**config.mk**
```make
export PLATFORM = sky130hd
export DESIGN_NAME = mdio_master
export DESIGN_NICKNAME = d
export VERILOG_FILES = /design/src/rtl/mdio_master.sv
export SDC_FILE = /design/constraint.sdc
export NUM_CORES = 1
export LEC_CHECK = 0
export BUFFER_PORTS_ARGS = -buffer_cell sky130_fd_sc_hd__buf_2
export CAP_MARGIN = 20
export CORE_MARGIN = 3
export CORE_UTILIZATION = 48
export CTS_CLUSTER_DIAMETER = 120
export DETAILED_ROUTE_END_ITERATION = 10
export PLACE_DENSITY = 0.7
export SETUP_SLACK_MARGIN = 0.2
export SYNTH_ARGS = -nofsm -noshare
export SYNTH_HDL_FRONTEND = slang
export SYNTH_SLANG_ARGS = --single-unit
```
**constraint.sdc**
```tcl
create_clock -name clk -period 3.2 [get_ports clk]
set_clock_uncertainty 0.15 [all_clocks]
set_input_delay 0.16 -clock clk [delete_from_list [all_inputs] [get_ports clk]]
set_output_delay 0.16 -clock clk [all_outputs]
set_load 0.02 [all_outputs]
```
**src/rtl/mdio_master.sv**
```systemverilog
// Clause-22 MDIO management master: frames one read or write per request, MDC derived from clk.
// Optional `MDIO_PREAMBLE_SKIP_EN drops the 32-bit preamble on every frame after the first since reset.
module mdio_master #(
    parameter int unsigned CLK_DIV  = 4,
    parameter logic [4:0]  PHY_ADDR = 5'd1
) (
    input  logic        clk,
    input  logic        rstn,
    input  logic        req_valid,
    output logic        req_ready,
    input  logic        req_write,
    input  logic [4:0]  req_reg,
    input  logic [15:0] req_wdata,
    output logic        rsp_valid,
    output logic [15:0] rsp_rdata,
    output logic        rsp_err,
    output logic        mdc,
    output logic        mdio_o,
    output logic        mdio_oe,
    input  logic        mdio_i
);

    typedef enum logic [2:0] {IDLE, PRE, HDR, TA, DATA, DONE} state_t;

    localparam logic [8:0] HALF = 9'(CLK_DIV - 1);
    localparam logic [8:0] LAST = 9'(2 * CLK_DIV - 1);

    state_t      state;
    state_t      nxt_state;
    logic [8:0]  div_cnt;
    logic [4:0]  bit_cnt;
    logic [4:0]  nxt_bit;
    logic        last_bit;
    logic        lat_write;
    logic [4:0]  lat_reg;
    logic [15:0] lat_wdata;
    logic [15:0] shift;
    logic        ta_err;
`ifdef MDIO_PREAMBLE_SKIP_EN
    logic        first_done;
`endif

    assign req_ready = (state == IDLE);

    // Returns {oe, o} for bit idx of the given phase.
    function automatic logic [1:0] bit_drive(input state_t st, input logic [4:0] idx,
                                             input logic wr, input logic [4:0] rg,
                                             input logic [15:0] wd);
        logic [13:0] hdr;
        hdr = {2'b01, (wr ? 2'b01 : 2'b10), PHY_ADDR, rg};
        case (st)
            PRE:     bit_drive = 2'b11;
            HDR:     bit_drive = {1'b1, hdr[4'd13 - idx[3:0]]};
            TA:      bit_drive = wr ? {1'b1, ~idx[0]} : 2'b01;
            DATA:    bit_drive = wr ? {1'b1, wd[4'd15 - idx[3:0]]} : 2'b01;
            default: bit_drive = 2'b01;
        endcase
    endfunction

    always_comb begin
        last_bit  = 1'b0;
        nxt_state = state;
        case (state)
            PRE:  begin last_bit = (bit_cnt == 5'd31); nxt_state = HDR;  end
            HDR:  begin last_bit = (bit_cnt == 5'd13); nxt_state = TA;   end
            TA:   begin last_bit = (bit_cnt == 5'd1);  nxt_state = DATA; end
            DATA: begin last_bit = (bit_cnt == 5'd15); nxt_state = DONE; end
            default: ;
        endcase
        if (!last_bit)
            nxt_state = state;
        nxt_bit = last_bit ? '0 : 5'(bit_cnt + 5'd1);
    end

    always_ff @(posedge clk or negedge rstn) begin
        if (!rstn) begin
            state     <= IDLE;
            div_cnt   <= '0;
            bit_cnt   <= '0;
            mdc       <= 1'b0;
            mdio_o    <= 1'b1;
            mdio_oe   <= 1'b0;
            rsp_valid <= 1'b0;
            rsp_rdata <= '0;
            rsp_err   <= 1'b0;
            lat_write <= 1'b0;
            lat_reg   <= '0;
            lat_wdata <= '0;
            shift     <= '0;
            ta_err    <= 1'b0;
`ifdef MDIO_PREAMBLE_SKIP_EN
            first_done <= 1'b0;
`endif
        end else begin
            rsp_valid <= 1'b0;
            case (state)
                IDLE: begin
                    mdc     <= 1'b0;
                    mdio_oe <= 1'b0;
                    mdio_o  <= 1'b1;
                    if (req_valid) begin
                        lat_write <= req_write;
                        lat_reg   <= req_reg;
                        lat_wdata <= req_wdata;
                        div_cnt   <= '0;
                        bit_cnt   <= '0;
                        shift     <= '0;
                        ta_err    <= 1'b0;
                        mdio_oe   <= 1'b1;
`ifdef MDIO_PREAMBLE_SKIP_EN
                        // ST's first bit is 0, so a preamble-less frame starts low.
                        state  <= first_done ? HDR : PRE;
                        mdio_o <= ~first_done;
`else
                        state  <= PRE;
                        mdio_o <= 1'b1;
`endif
                    end
                end
                DONE: begin
                    // Response registers load on the DONE->IDLE edge; the pulse lands in the first IDLE cycle.
                    state     <= IDLE;
                    rsp_valid <= 1'b1;
                    rsp_rdata <= lat_write ? '0 : shift;
                    rsp_err   <= ~lat_write & ta_err;
`ifdef MDIO_PREAMBLE_SKIP_EN
                    first_done <= 1'b1;
`endif
                end
                default: begin
                    if (div_cnt == HALF) begin
                        mdc     <= 1'b1;
                        div_cnt <= div_cnt + 9'd1;
                        if (!lat_write) begin
                            if (state == TA && bit_cnt == 5'd1)
                                ta_err <= mdio_i;
                            if (state == DATA)
                                shift <= {shift[14:0], mdio_i};
                        end
                    end else if (div_cnt == LAST) begin
                        div_cnt <= '0;
                        mdc     <= 1'b0;
                        bit_cnt <= nxt_bit;
                        state   <= nxt_state;
                        if (nxt_state == DONE)
                            {mdio_oe, mdio_o} <= 2'b01;
                        else
                            {mdio_oe, mdio_o} <= bit_drive(nxt_state, nxt_bit, lat_write,
                                                           lat_reg, lat_wdata);
                    end else begin
                        div_cnt <= div_cnt + 9'd1;
                    end
                end
            endcase
        end
    end

endmodule

```
## Word level (Yosys, flattened, before mapping)

Cells that the tools add are included.

- Register bits: 77
- Input bits: 26
- Output and inout port bits: 22
- Logic and storage cells: 108

- Add/sub/neg operators: 4
- Magnitude comparators: 2
- Equality and inequality tests: 20
- Multiplexer cells: 48
- Bitwise operators: 4
- Reductions and logical operators: 16

Operators by type and width:

| operator | number |
|---|---|
| $mux 16 | 5 |
| $pmux 16 s2 | 1 |
| $mux 9 | 3 |
| $mux 5 | 4 |
| $pmux 9 s2 | 1 |
| $mux 1 | 16 |
| $eq 3x2->1 const B | 4 |
| $eq 3x3->1 const B | 4 |
| $mux 3 | 4 |
| $pmux 3 s4 | 1 |
| $eq 5x4->1 const B | 2 |
| $lt 4x5->1 const B | 2 |
| $pmux 5 s2 | 1 |
| $reduce_and 5->1 | 2 |
| $add 9x1->9 const B | 1 |
| $eq 9x2->1 const B | 1 |
| $eq 9x3->1 const B | 1 |
| $bmux 1 s4 | 2 |
| $pmux 1 s2 | 4 |
| $pmux 2 s4 | 1 |
| $reduce_bool 2->1 | 4 |
| $sub 4x4->4 const A | 2 |
| $eq 3x1->1 const B | 2 |
| $mux 2 | 3 |
| 15 further kinds | 23 |

## Logic depth before layout (Yosys ltp)

Gate-level depths: netlist of run 1.

- Word-level depth: 12
- Mapped depth: 14
- Gate-level depth less buffers: 13

## Least setup slack after synthesis of run 1

Ideal clock, no wire load.

- Path kind: register to register
- Start: register bit_cnt[1]
- End: register mdio_o
- Setup time: 0.081 ns
- Arrival time: 2.585 ns
- Required time: 2.969 ns
- Path slack: 0.383 ns
- Cell stages (with the launch flop): 15
- Buffers on the path: 1
- Period minus slack after synthesis: 2.817 ns
- Cells stage by stage: dfrtp_1 inv_1 ha_1 nand4b_4 or4_1 buf_2 nand2_2 nor2_1 ha_1 nor3b_1 a31oi_1 a211oi_1 o211a_1 o22ai_1 o211ai_1

- Longest elaborated chain between the ends: 12
- Elaborated cells between the ends (all ways): 27
- Classes of those cells: add/sub (3); eq/ne (9); mux (14); bitwise (1)

RTL lines:

| item | line | text |
|---|---|---|
| from (decl) | 31 | `logic [4:0] bit_cnt;` |
| from (signal assigned) | 143 | `bit_cnt <= nxt_bit;` |
| branches (longest 8 deep; another with $add 5x1->5) | - |  |
| $mux 1 * | 145 | `if (nxt_state == DONE)` |
| $mux 1 * | 140 | `end else if (div_cnt == LAST) begin` |
| $mux 1 * | 131 | `if (div_cnt == HALF) begin` |
| $pmux 1 s2 * | 96 | `case (state)` |
| to (signal assigned) | 148 | `{mdio_oe, mdio_o} <= bit_drive(nxt_state, nxt_bit, lat_write,` |
| to (decl) | 18 | `output logic mdio_o,` |

Mark *: on every way between the ends. The select of a mux whose other input is x is not followed.
A chain may end at the register's enable or synchronous reset.

## Worst setup path in the final report of run 1

Ends and elaborated chain as after synthesis.

==> impl_metrics.env, run 1 <==
export IMPL_outcome="complete, no violations"
export IMPL_stdcell_count=583
export IMPL_synth_flop_cell="dfrtp_1"
export IMPL_powerDensity_nw_per_um2=686
export IMPL_finalHoldViolations=0
export IMPL_clk_latency_ns=0.35
export IMPL_seqPwrFrac=0.393
export IMPL_timing_rr_start="bit_cnt[1]"
export IMPL_syn_area_um2=3850
export IMPL_port_buffers=47
export IMPL_wl_um=9120
export IMPL_antennaDiodeCount=0
export IMPL_hold_class="in -> reg"
export IMPL_rsz0062_at_grt="false"
export IMPL_numClockSinks=77
export IMPL_setup_viol_count_final=0
export IMPL_power_leakage_nw=2.23
export IMPL_hpwl_um=6030
export IMPL_ys_ff_latch=77
export IMPL_core_area_um2=7770
export IMPL_ant_nets=0
export IMPL_gp_congestion=0.905
export IMPL_clockBufferDepth=2
export IMPL_end_kind="register"
export IMPL_p_comb_frac=0.357
export IMPL_syn_num_nets=425
export IMPL_hp_start="req_valid"
export IMPL_cts_tree="built"
export IMPL_final_cell_area_um2=4810
export IMPL_crit_path_max_fanout=5
export IMPL_reg2reg_depth=13
export IMPL_rrSetupSlack_ns=0.35
export IMPL_worst_slew_pin_slew_ns=0.940
export IMPL_wire_per_inst_um=15.6
export IMPL_cp_data_required_time_ns=3.32
export IMPL_drt_first_iter_violations=239
export IMPL_peakVddDrop_v=0.000378
export IMPL_synth_cell_types=56
export IMPL_yosys_cell_count_top_type="dfrtp_1"
export IMPL_dieArea_um2=9130
export IMPL_synthTopCellsByCount="76 x dfrtp_1, 45 x nand2_1, 44 x o21ai_0, 32 x nand3_1, 25 x inv_1"
export IMPL_synth_warnings=0
export IMPL_io_pins=48
export IMPL_tns_ns=0
export IMPL_dr_total_vias=3272
export IMPL_p_int_w=0.00213
export IMPL_drc=0
export IMPL_synth_area_leader_cell="dfrtp_1"
export IMPL_synthTopCellsByArea="dfrtp_1 49%, mux2_2 6.4%, o21ai_0 5.7%"
export IMPL_start_util=0.495
export IMPL_die_w_um=95.5
export IMPL_startpoint_type="register"
export IMPL_synthArstFlopShare=1.00
export IMPL_grt_start_max_net_pins=78
export IMPL_swShare=0.354
export IMPL_fin_util=0.619
export IMPL_grt_pass1_wl_um=15200
export IMPL_layout_nets=506
export IMPL_crit_type="reg -> reg"
export IMPL_synth_edf_count=0
export IMPL_grt_usage=0.215
export IMPL_fp_row_count=32
export IMPL_switching_power_w=0.00117
export IMPL_synthCells=395
export IMPL_holdPathStages=3
export IMPL_dr_pass1_iters=8
export IMPL_cts_inserted_buffers=9
export IMPL_grt_pass1_vias=3109
export IMPL_cts_root_buf="clkbuf_8"
export IMPL_via_per_inst=5.61
export IMPL_period_share=0.892
export IMPL_grt_ovfl_total=0
export IMPL_synth_area_per_cell_um2=9.74
export IMPL_relSlewSlack=0.373
export IMPL_synth_top_area_frac=0.494
export IMPL_cts_clk_slew_worst_paths_ns=0.08
export IMPL_place_area_um2=4220
export IMPL_reg_top3="lat_wdata: 16 flops, rsp_rdata: 16 flops, shift: 16 flops"
export IMPL_maxSlewViolCount=0
export IMPL_crit_arrival_ns=2.97
export IMPL_placedCellCount=536
export IMPL_min_to="div_cnt[7]"
export IMPL_drive_gt1_frac=0.272
export IMPL_timing_rr_end="mdio_o"
export IMPL_ctsHtreeMaxLevel=3
export IMPL_area_growth_pct=24.9
export IMPL_fin_crit_ns=2.85
export IMPL_ys_seq_area_frac=0.501
export IMPL_fillers=683
export IMPL_max_freq_mhz=350
export IMPL_drv_cap=0
export IMPL_antenna_found_initial=0
export IMPL_die_y_um=95.5
export IMPL_clkPwrFrac=0.250
per-stage QoR:
step           setup slack (ns)  hold WS [ns]  power (W)
6_report                  0.347         0.194    0.00330
5_1_grt                   0.219         0.220    0.00352
4_1_cts                   0.230         0.171    0.00319
3_5_place_dp              0.178         0.221    0.00226
3_3_place_gp              0.287         0.214    0.00225
2_1_floorplan             0.383        -0.286    0.00201
metal layers:
| layer | wire length [µm] | vias up | GRT usage |
|---|---|---|---|
| met1 | 4190 | 1572 | 0.293 |
| met3 | 435 | 24 | 0.0395 |
| met4 | 178 | 0 | 0.0865 |
| met5 | 0 | - | 0 |
| li1 | - | 1573 | - |
| met2 | 4310 | 103 | 0.338 |
how the worst max path moves through the flow:
| stage | from | end | slack [ns] | cells after the start |
|---|---|---|---|---|
| after global routing | bit_cnt[1] | mdio_o | 0.22 | 13 |
| after floorplan | bit_cnt[1] | mdio_o | 0.38 | 14 |
| after global placement | bit_cnt[1] | mdio_o | 0.29 | 13 |
| after detailed placement | bit_cnt[1] | mdio_o | 0.18 | 13 |
| after CTS | bit_cnt[1] | mdio_o | 0.23 | 13 |
| final | bit_cnt[1] | mdio_o | 0.35 | 13 |
worst max-delay path, stage by stage, from the launching register on:
cell and delay (ns):
dfrtp_1 0.40, inv_2 0.09, ha_4 0.14, nand4b_4 0.10
or4_4 0.59, nand2_8 0.11, nor2_2 0.06, ha_4 0.30
buf_4 0.11, nand3b_1 0.08, a211oi_1 0.27, o211a_1 0.21
o22ai_2 0.06, o211ai_1 0.11
cell usage in the layout, fill, tap and decap left out, drive strengths merged, types with 2 or more instances in the layout:
cell / n
nand4: 7
ha: 4
a22oi: 3
o21ai: 44
a31oi: 5
clkbuf: 10
mux2: 22
o22ai: 2
bufinv: 2
buf: 71
xor2: 3
o211ai: 2
nand3b: 2
dlygate4sd3: 24
inv: 27
dfrtp: 76
nand3: 32
xnor2: 4
nor2: 20
mux2i: 2
nor4: 2
nor3b: 2
o31ai: 18
a21oi: 8
nand2: 46
o221ai: 2
a311oi: 2
nor3: 5
and3: 6
nor2b: 5
power groups by stage:
stage / Combinational (W) / Sequential, W / Clock [W]
floorplan: 0.000749 / 0.00126 / 0
global placement: 0.000953 / 0.00130 / 0
detailed placement: 0.000957 / 0.00131 / 0
CTS: 0.00106 / 0.00129 / 0.000840
global route: 0.00131 / 0.00132 / 0.000883
finish: 0.00118 / 0.00130 / 0.000823
cell families after synthesis:
| kind of cell | after synthesis | synth area share |
|---|---|---|
| xor+xnor | 7 | 0.0159 |
| simple gates | 134 | 0.173 |
| buf+inv | 50 | 0.0549 |
| flops | 77 | 0.501 |
| compound gates | 98 | 0.167 |
| fa+ha+maj | 4 | 0.0130 |
| mux | 25 | 0.0754 |
what timing repair did:
item | in CTS | in global routing
endpoints found under the hold margin | 100 | 0
gates resized for setup | 2 | 15
setup buffers | 2 | 5
endpoints found under the setup margin | 1 | 1
pin swaps | 2 | 6
hold buffers | 24 | 0
final cells by class:
cell class                 count  area (µm²)  share of cell area
timing repair buffer          95         658               0.137
inverter                      25        93.8              0.0195
tap                          102         128              0.0265
multi-input combinational    268        1780               0.370
sequential                    77        1930               0.402
clock buffer                  10         128              0.0265
clock inverter                 6        93.8              0.0195
Power figures use the tool's default switching activity.
==> inputs of run 2 (changes only) <==
--- a/config.mk
+++ b/config.mk
@@ -11,7 +11,7 @@
 export CORE_UTILIZATION = 48
 export CTS_CLUSTER_DIAMETER = 120
 export DETAILED_ROUTE_END_ITERATION = 10
-export PLACE_DENSITY = 0.7
+export PLACE_DENSITY = 0.76
 export SETUP_SLACK_MARGIN = 0.2
 export SYNTH_ARGS = -nofsm -noshare
 export SYNTH_HDL_FRONTEND = slang
==> constraint.sdc (replaced) <==
create_clock -name clk -period 2.8 [get_ports clk]
set_clock_uncertainty 0.15 [all_clocks]
set_input_delay 0.14 -clock clk [delete_from_list [all_inputs] [get_ports clk]]
set_output_delay 0.14 -clock clk [all_outputs]
set_load 0.02 [all_outputs]
==> run 2 against run 1 <==
Against the previous run: sequential power up 12%; flip-flop and latch count unchanged; clock power up 21%; global-route usage down 0.33 points; design area up 2.1%; die area unchanged; count of clock-buffer cells in the layout up 1.
==> impl_metrics.env, run 2 (same netlist as run 1, synthesis figures left out) <==
export IMPL_start_util=0.495
export IMPL_die_w_um=95.5
export IMPL_clockBufferDepth=2
export IMPL_io_pins=48
export IMPL_cp_data_required_time_ns=2.92
export IMPL_ant_nets=0
export IMPL_crit_buf_inv=1
export IMPL_tns_ns=0
export IMPL_die_y_um=95.5
export IMPL_setup_viol_count_final=0
export IMPL_startpoint_type="register"
export IMPL_cts_inserted_buffers=9
export IMPL_timing_rr_start="bit_cnt[1]"
export IMPL_wl_um=9110
export IMPL_place_area_um2=4310
export IMPL_relSlewSlack=0.360
export IMPL_min_to="div_cnt[7]"
export IMPL_max_freq_mhz=381
export IMPL_drc=0
export IMPL_grt_pass1_wl_um=15100
export IMPL_crit_path_max_fanout=5
export IMPL_reg2reg_depth=13
export IMPL_period_share=0.938
export IMPL_antennaDiodeCount=0
export IMPL_maxSlewViolCount=0
export IMPL_grt_pass1_vias=3139
export IMPL_wl_met1_um=4060
export IMPL_via_per_inst=5.57
export IMPL_crit_type="reg -> reg"
export IMPL_hpwl_um=6260
export IMPL_cts_root_buf="clkbuf_8"
export IMPL_antenna_found_initial=0
export IMPL_power_leakage_nw=2.30
export IMPL_dr_total_vias=3304
export IMPL_peakVddDrop_v=0.000439
export IMPL_ctsHtreeMaxLevel=3
export IMPL_critical_path_top_delay_family="simple AND/OR/NAND/NOR gates"
export IMPL_hp_start="req_valid"
export IMPL_routed_top_layer="met4"
export IMPL_layout_nets=516
export IMPL_drv_cap=0
export IMPL_grt_ovfl_total=0
export IMPL_area_growth_pct=27.5
export IMPL_fin_ws_ns=0.172
export IMPL_dr_wl_met3_um=469
export IMPL_drive_gt1_frac=0.285
export IMPL_fillers=664
export IMPL_path_cells="inv_2 -> ha_4 -> nand4b_4 -> or4_4 -> nand2_4 -> nor2_4 -> ha_4 -> nor3b_2 -> a31oi_1 -> a211oi_2 -> o211a_1 -> o22ai_1 -> o211ai_1"
export IMPL_rrSetupSlack_ns=0.17
export IMPL_finalHoldViolations=0
export IMPL_final_common_cell="dfrtp_1"
export IMPL_clk_latency_ns=0.36
export IMPL_cts_tree="built"
export IMPL_powerDensity_nw_per_um2=805
export IMPL_end_kind="register"
export IMPL_cts_clk_slew_worst_paths_ns=0.08
export IMPL_port_buffers=47
export IMPL_cpMostUsedCell="ha_4"
export IMPL_holdPathStages=3
export IMPL_cp_slowest_cell="or4_4"
export IMPL_hold_class="in -> reg"
export IMPL_grt_start_max_net_pins=78
export IMPL_core_area_um2=7770
export IMPL_met2WireLength_um=4440
export IMPL_wire_per_inst_um=15.4
export IMPL_timing_rr_end="mdio_o"
export IMPL_final_cell_area_um2=4910
export IMPL_reg_top3="lat_wdata: 16 flops, rsp_rdata: 16 flops, shift: 16 flops"
export IMPL_final_cell_mix="75 x dfrtp_1, 46 x buf_2, 45 x nand2_1"
export IMPL_place_ws_ns=0.0192
export IMPL_worst_slew_pin_slew_ns=0.960
export IMPL_cpPeakStageDelay_ns=0.46
export IMPL_fp_row_count=32
export IMPL_rsz0062_at_grt="true"
export IMPL_gp_congestion=0.942
export IMPL_crit_arrival_ns=2.75
export IMPL_p_total_w=0.00395
export IMPL_numClockSinks=77
export IMPL_fin_crit_ns=2.63
export IMPL_dr_pass1_iters=5
export IMPL_drt_first_iter_violations=196
export IMPL_grt_usage=0.212
export IMPL_outcome="complete, no violations"
export IMPL_dieArea_um2=9130
## run 2: changes by cell type in the layout (fill, tap and decap cells not counted), sizes merged
cell and delta:
clkinvlp -1, buf +10, inv +1, clkbuf +1, clkinv -1
## run 2: cell type report
class | count | area [µm²] | area share
inverters | 25 | 93.8 | 0.0191
repair buffers | 105 | 733 | 0.149
well taps | 102 | 128 | 0.0260
clock inverters | 5 | 88.8 | 0.0181
multi-input cells | 268 | 1780 | 0.363
flip-flops and latches | 77 | 1930 | 0.393
clock buffers | 11 | 151 | 0.0308
## run 2: where the power goes
group	internal (W)	switching (W)
clock network	0.000563	0.000434
logic	0.000715	0.000781
registers	0.00129	0.000169
## run 2: worst max path at each step
| stage | slack [ns] | cells after the start | to | startpoint |
|---|---|---|---|---|
| floorplan | 0.05 | 14 | mdio_o | bit_cnt[1] |
| global placement | 0.09 | 13 | mdio_o | bit_cnt[1] |
| detailed placement | 0.02 | 13 | mdio_o | bit_cnt[1] |
| CTS | 0.08 | 13 | mdio_o | bit_cnt[1] |
| global route | 0.008 | 13 | mdio_o | bit_cnt[1] |
| finish | 0.17 | 13 | mdio_o | bit_cnt[1] |
## run 2: timing repair
item / CTS / global route
hold buffers: 24 / 0
setup endpoints to repair: 1 / 10
pin swaps: 7 / 9
buffers inserted: 4 / 3
endpoints found under the hold margin: 100 / 0
resized for setup: 7 / 6
## run 2: metrics by stage
stage | hold slack [ns] | cells | util
after detailed placement | 0.203 | 546 | 0.555
after CTS | 0.145 | 590 | 0.625
after global routing | 0.172 | 593 | 0.632
after global placement | 0.191 | 546 | 0.555
final | 0.144 | 593 | 0.632
after floorplan | -0.306 | 395 | -
## run 2: worst reg2reg max path: cells and delay by family (launching register included)
kind                       cells  cell delay (ns)
AOI/OAI and AO/OA              5             0.71
adders and majority gates      2             0.43
buffers and inverters          1             0.09
DFF                            1             0.40
and+or+nand+nor                5             0.76
## run 2: routing by layer
layer  global-route usage  up-vias
li1                     -     1586
met1                0.286     1596
met2                0.338      107
met3               0.0395       15
met4               0.0818        0
met5                    0        -
